<file path="config.mk">
export PLATFORM = sky130hd
export DESIGN_NAME = adc_scan_scheduler
export DESIGN_NICKNAME = d
export VERILOG_FILES = /design/src/rtl/adc_scan_scheduler.sv
export SDC_FILE = /design/constraint.sdc
export NUM_CORES = 1
export LEC_CHECK = 0
export BUFFER_PORTS_ARGS = -buffer_cell sky130_fd_sc_hd__buf_2
export CORE_MARGIN = 3
export CORE_UTILIZATION = 35
export CTS_CLUSTER_DIAMETER = 200
export DETAILED_ROUTE_END_ITERATION = 8
export GPL_ROUTABILITY_DRIVEN = 0
export PLACE_DENSITY = 0.52
export SLEW_MARGIN = 0
export SYNTH_ARGS = -nofsm -noshare
export SYNTH_HDL_FRONTEND = slang
export SYNTH_SLANG_ARGS = --single-unit
</file>
<file path="constraint.sdc">
create_clock -name i_clk -period 3 [get_ports i_clk]
set_input_delay 0.3 -clock i_clk [delete_from_list [all_inputs] [get_ports i_clk]]
set_output_delay 0.3 -clock i_clk [all_outputs]
set_load 0.02 [all_outputs]
</file>
<file path="src/rtl/adc_scan_scheduler.sv">
// Round-robin scan sequencer for an AD7991 behind an I2C controller: requests each
// enabled channel, validates the returned channel ID and latches samples per channel.
module adc_scan_scheduler #(
    parameter int unsigned SETTLE_CYCLES  = 1000,
    parameter int unsigned TIMEOUT_CYCLES = 2_000_000,
    parameter logic [3:0]  CFG_LOW        = 4'b0000
) (
    input  logic        i_clk,
    input  logic        i_rst_n,
    input  logic        i_run,
    input  logic [3:0]  i_ch_mask,
    output logic [7:0]  o_cfg_byte,
    output logic        o_cfg_req,
    input  logic        i_cfg_ack,
    input  logic        i_rd_valid,
    input  logic [15:0] i_rd_data,
    output logic [11:0] o_ch0,
    output logic [11:0] o_ch1,
    output logic [11:0] o_ch2,
    output logic [11:0] o_ch3,
    output logic        o_upd_strobe,
    output logic [1:0]  o_upd_ch,
    output logic        o_timeout_err,
    output logic        o_id_err,
    output logic        o_busy
);

    localparam int unsigned MaxCnt = (TIMEOUT_CYCLES > SETTLE_CYCLES) ? TIMEOUT_CYCLES
                                                                      : SETTLE_CYCLES;
    localparam int unsigned CntW = (MaxCnt > 1) ? $clog2(MaxCnt) : 1;
    localparam logic [CntW-1:0] TmoLast    = CntW'(TIMEOUT_CYCLES - 1);
    localparam logic [CntW-1:0] SettleLast = CntW'(SETTLE_CYCLES - 1);

    typedef enum logic [2:0] {StIdle, StSelect, StReq, StWait, StCheck, StSettle} state_e;

    state_e           r_state, w_state;
    logic [CntW-1:0]  r_cnt, w_cnt;
    logic [1:0]       r_cur_ch, w_cur_ch;
    logic [13:0]      r_rd_data, w_rd_data;
    logic [3:0][11:0] r_ch, w_ch;
    logic [7:0]       r_cfg_byte, w_cfg_byte;
    logic             r_cfg_req, w_cfg_req;
    logic             r_upd_strobe, w_upd_strobe;
    logic [1:0]       r_upd_ch, w_upd_ch;
    logic             r_timeout_err, w_timeout_err;
    logic             r_id_err, w_id_err;
    logic             r_busy, w_busy;
    logic [1:0]       w_next_ch;
    logic [1:0]       w_unused_rd;

    assign w_unused_rd = i_rd_data[15:14];

    // First enabled channel strictly after cur, wrapping; lands on cur itself last.
    function automatic logic [1:0] f_next_ch(input logic [1:0] cur, input logic [3:0] mask);
        logic [1:0] idx;
        f_next_ch = cur;
        for (int k = 4; k >= 1; k--) begin
            idx = cur + 2'(k);
            if (mask[idx]) f_next_ch = idx;
        end
    endfunction

    always_comb begin
        w_state       = r_state;
        w_cnt         = r_cnt;
        w_cur_ch      = r_cur_ch;
        w_rd_data     = r_rd_data;
        w_ch          = r_ch;
        w_cfg_byte    = r_cfg_byte;
        w_cfg_req     = r_cfg_req;
        w_upd_strobe  = 1'b0;
        w_upd_ch      = r_upd_ch;
        w_timeout_err = 1'b0;
        w_id_err      = 1'b0;
        w_next_ch     = f_next_ch(r_cur_ch, i_ch_mask);

        unique case (r_state)
            StIdle: begin
                if (i_run && (i_ch_mask != 4'b0000)) w_state = StSelect;
            end
            StSelect: begin
                if (i_ch_mask == 4'b0000) begin
                    w_state = StIdle;
                end else begin
                    w_cur_ch   = w_next_ch;
                    w_cfg_byte = {4'b0001 << w_next_ch, CFG_LOW};
                    w_cfg_req  = 1'b1;
                    w_state    = StReq;
                end
            end
            StReq: begin
                if (i_cfg_ack) begin
                    w_cfg_req = 1'b0;
                    w_cnt     = '0;
                    w_state   = StWait;
                end
            end
            StWait: begin
                // A result arriving on the last count still wins over the timeout.
                if (i_rd_valid) begin
                    w_rd_data = i_rd_data[13:0];
                    w_state   = StCheck;
                end else if (r_cnt == TmoLast) begin
                    w_timeout_err = 1'b1;
                    w_cnt         = '0;
                    w_state       = StSettle;
                end else begin
                    w_cnt = r_cnt + 1'b1;
                end
            end
            StCheck: begin
                if (r_rd_data[13:12] == r_cur_ch) begin
                    w_ch[r_cur_ch] = r_rd_data[11:0];
                    w_upd_strobe   = 1'b1;
                    w_upd_ch       = r_cur_ch;
                end else begin
                    w_id_err = 1'b1;
                end
                w_cnt   = '0;
                w_state = StSettle;
            end
            StSettle: begin
                if (r_cnt == SettleLast) begin
                    w_state = i_run ? StSelect : StIdle;
                end else begin
                    w_cnt = r_cnt + 1'b1;
                end
            end
            default: w_state = StIdle;
        endcase

        w_busy = (w_state != StIdle);
    end

    always_ff @(posedge i_clk or negedge i_rst_n) begin
        if (!i_rst_n) begin
            r_state       <= StIdle;
            r_cnt         <= '0;
            r_cur_ch      <= 2'd3;
            r_rd_data     <= '0;
            r_ch          <= '0;
            r_cfg_byte    <= 8'h00;
            r_cfg_req     <= 1'b0;
            r_upd_strobe  <= 1'b0;
            r_upd_ch      <= 2'd0;
            r_timeout_err <= 1'b0;
            r_id_err      <= 1'b0;
            r_busy        <= 1'b0;
        end else begin
            r_state       <= w_state;
            r_cnt         <= w_cnt;
            r_cur_ch      <= w_cur_ch;
            r_rd_data     <= w_rd_data;
            r_ch          <= w_ch;
            r_cfg_byte    <= w_cfg_byte;
            r_cfg_req     <= w_cfg_req;
            r_upd_strobe  <= w_upd_strobe;
            r_upd_ch      <= w_upd_ch;
            r_timeout_err <= w_timeout_err;
            r_id_err      <= w_id_err;
            r_busy        <= w_busy;
        end
    end

    assign o_cfg_byte    = r_cfg_byte;
    assign o_cfg_req     = r_cfg_req;
    assign o_ch0         = r_ch[0];
    assign o_ch1         = r_ch[1];
    assign o_ch2         = r_ch[2];
    assign o_ch3         = r_ch[3];
    assign o_upd_strobe  = r_upd_strobe;
    assign o_upd_ch      = r_upd_ch;
    assign o_timeout_err = r_timeout_err;
    assign o_id_err      = r_id_err;
    assign o_busy        = r_busy;

endmodule

</file>
==> impl_metrics.env <==
export IMPL_status="finished with violations"
export IMPL_violations="negative hold slack"
export IMPL_crit_family="flip-flops"
export IMPL_portBuffers=81
export IMPL_wl_met1_mm=4.456
export IMPL_netlist_cell_type_count=49
export IMPL_ant_nets=0
export IMPL_grt_pass1_wl_mm=16.28
export IMPL_timing_final_ws_setup_ns=0.4701
export IMPL_synth_common_cells="97 x dfrtp_1, 66 x mux2_2, 27 x nor2_1"
export IMPL_drt_vias_per_instance=4.942
export IMPL_cts_hold_buffers=0
export IMPL_arrival_ns=2.76
export IMPL_path_max_fanout=15
export IMPL_synth_most_common_cell="dfrtp_1"
export IMPL_synthCells=359
export IMPL_switching_share_pct=35.35
export IMPL_rsz0062_at_grt="no"
export IMPL_cts_sinks=99
export IMPL_grt_pass1_vias=3168
export IMPL_grt_use_total_pct=14.44
export IMPL_clk_pin_slew_ns=0.06
export IMPL_min_path_type="primary input to asynchronous set/reset pin"
export IMPL_place_ws_ns=0.4930
export IMPL_drive_above_1_share_pct=39.78
export IMPL_cts_resized_gates=0
export IMPL_r2r_start="r_cur_ch[0]$_DFFE_PN1P_"
export IMPL_cts_root_buf="clkbuf_16"
export IMPL_cp_required_ns=3.23
export IMPL_synth_top_area_share_pct=54.49
export IMPL_synth_edf_count=0
export IMPL_crit_type="flip-flop to flip-flop"
export IMPL_setup_viol=0
export IMPL_yosys_warnings=0
export IMPL_std_cell_rows=40
export IMPL_synth_largest_area_cell="dfrtp_1"
export IMPL_numCtsBuffers=9
export IMPL_hold_viol=13
export IMPL_regToRegSetupSlack_ns=0.47
export IMPL_p_seq_share_pct=42.3
export IMPL_power_frac_clock_pct=24.9
export IMPL_slew_violations=0
export IMPL_fin_crit_ns=2.530
export IMPL_start_util_pct=36.48
export IMPL_avgRoutedWirePerCell_um=15.64
export IMPL_crit_start="r_cur_ch[0]$_DFFE_PN1P_"
export IMPL_cts_htree_levels=3
export IMPL_power_frac_comb_pct=32.7
export IMPL_wl_met3_um=790
export IMPL_cts_tree="built"
export IMPL_cp_end_kind="flip-flop"
export IMPL_fin_crit_sh_pct=84.33
export IMPL_startpoint_type="flip-flop"
export IMPL_ys_ff_latch=99
export IMPL_postSynthAreaPerCell_um2=12.41
export IMPL_crit_chain="inv_1 -> ha_1 -> and4_1 -> a311oi_1 -> mux2i_1 -> nand2_1 -> a22o_1"
export IMPL_dr_pass1_iters=4
export IMPL_power_switching_w=0.001707
export IMPL_synthTopCellsByArea="dfrtp_1 54%, mux2_2 17%, xor2_1 3.1%"
export IMPL_setup_tns_ns=0
export IMPL_dr_first_iter_drc_count=137
export IMPL_power_internal_w=0.003122
export IMPL_n_fill_cell=1193
export IMPL_worstMarginPinSlew_ns=0.7430
export IMPL_place_hpwl_mm=6.622
export IMPL_antenna_found_initial=0
export IMPL_synth_main_ff_cell="dfrtp_1"
export IMPL_io_pins=88
export IMPL_die_y_um=118.8
export IMPL_critPathBufInv=1
export IMPL_relSlewSlack_pct=50.35
export IMPL_crit_slowest_cell="dfstp_2"
export IMPL_ys_seq_area_share_pct=55.67
export IMPL_drc=0
export IMPL_cts_setup_buffers=0
export IMPL_die_w_um=118.8
export IMPL_vias=3054
export IMPL_dieArea_um2=14120
export IMPL_synthesis_area_um2=4454
export IMPL_timing_hold_ws_ns=-0.006838
export IMPL_max_cap_violations=0
export IMPL_grt_max_degree=53
export IMPL_syn2layout_area_growth_pct=20.65
export IMPL_finClkSkew_ns=0.005033
export IMPL_design_final_nets=476
export IMPL_coreArea_um2=12210
export IMPL_grt_remaining_overflow=0
export IMPL_antenna_cells=0
export IMPL_async_flop_share_pct=100.0
export IMPL_drt_total_wl_mm=9.666
export IMPL_clockBufferDepth=2
export IMPL_p_leak_nw=2.716
export IMPL_top_layer="met4"
export IMPL_irDropWorstVdd_v=0.0004107
export IMPL_fmax_ghz=0.3953
export IMPL_p_per_area_nw_per_um2=898.6
export IMPL_clk_latency_ns=0.35
export IMPL_routed_wl_met2_mm=4.259
export IMPL_max_stage_delay_ns=0.71
[cell type report]
type / instances / area (um^2) / area share (%)
Sequential cell: 99 / 2480 / 46.15
Timing Repair Buffer: 87 / 465.4 / 8.661
Inverter: 8 / 30.03 / 0.5588
Clock inverter: 4 / 55.05 / 1.024
Clock buffer: 12 / 256.5 / 4.773
Multi-Input combinational cell: 240 / 1877 / 34.92
Tap cell: 168 / 210.2 / 3.912
[worst reg2reg max path: stages, from the launching register on]
cell      delay (ns)
dfstp_2         0.71
inv_1           0.12
ha_1            0.37
and4_1          0.22
a311oi_1        0.45
mux2i_1         0.27
nand2_1         0.09
a22o_1          0.20
[stage by stage]
| stage | utilization (%) | std cells | total power (W) | cell area, um^2 |
|---|---|---|---|---|
| global placement | 41.45 | 602 | 0.003641 | 5062 |
| global route | 44.01 | 618 | 0.005152 | 5374 |
| finish | 44.01 | 618 | 0.004829 | 5374 |
| detailed placement | 41.45 | 602 | 0.003672 | 5062 |
| CTS | 44.01 | 618 | 0.004904 | 5374 |
| floorplan | - | 362 | 0.003145 | 4466 |
[final timing paths]
path | depth (start not counted) | end
setup / recovery | 7 | o_cfg_byte[6]$_DFFE_PN0P_
hold / removal | 1 | o_cfg_byte[4]$_DFFE_PN0P_
setup reg to reg | 7 | o_cfg_byte[6]$_DFFE_PN0P_
hold reg to reg | 2 | o_cfg_byte[4]$_DFFE_PN0P_
max in group asynchronous | 2 | o_ch2[11]$_DFFE_PN0P_
min in group i_clk | 2 | o_timeout_err$_DFF_PN0_
[per-layer routing]
layer	track usage (%)	vias up
li1	-	1447
met1	19.17	1516
met2	21.24	78
met3	5.508	13
met4	5.865	0
met5	0	-
[sequential cells by signal, indices dropped and copies added, names as in the netlist]
| register | cells |
|---|---|
| o_ch3 | 12 |
| o_busy | 1 |
| o_timeout_err | 1 |
| r_state | 3 |
| r_rd_data | 14 |
| o_cfg_req | 1 |
| o_ch0 | 12 |
| o_id_err | 1 |
| o_upd_ch | 2 |
| o_ch1 | 12 |
| r_cnt | 21 |
| o_upd_strobe | 1 |
| o_cfg_byte | 4 |
| r_cur_ch | 2 |
| o_ch2 | 12 |
[power by group through the flow]
stage	clock [W]	combinational, W	sequential, W
5_1_grt	0.00131	0.00173	0.00211
3_5_place_dp	0	0.00160	0.00207
6_report	0.00120	0.00158	0.00205
3_3_place_gp	0	0.00158	0.00206
2_1_floorplan	0	0.000879	0.00227
4_1_cts	0.00125	0.00160	0.00205
[cell families after synthesis]
kind of cell    Yosys count  synth area share, %
fa+ha+maj                 6                1.685
buf+inv                  23                2.444
simple gates            104                12.36
flops                    99                55.67
xor+xnor                 20                3.932
mux                      70                17.87
other cells               1              0.08419
compound gates           36                5.956
[cells in the final DEF, fill, tap and decap left out, drive strengths merged, types with 4 or more instances in the layout]
cell type / Yosys / routed
inv: 8 / 10
or3: 4 / 4
nor2: 27 / 27
dfrtp: 97 / 97
conb: 1 / 4
nand2b: 4 / 4
nor4b: 4 / 4
xnor2: 4 / 4
xor2: 16 / 16
clkbuf: 9 / 12
nand2: 18 / 18
o21ai: 9 / 9
and3: 6 / 6
mux2: 66 / 66
a21oi: 4 / 4
nor3: 7 / 7
nand3: 8 / 8
buf: 6 / 87
ha: 6 / 6
nand4: 10 / 10
No activity file was read; power rests on OpenSTA's default activity.
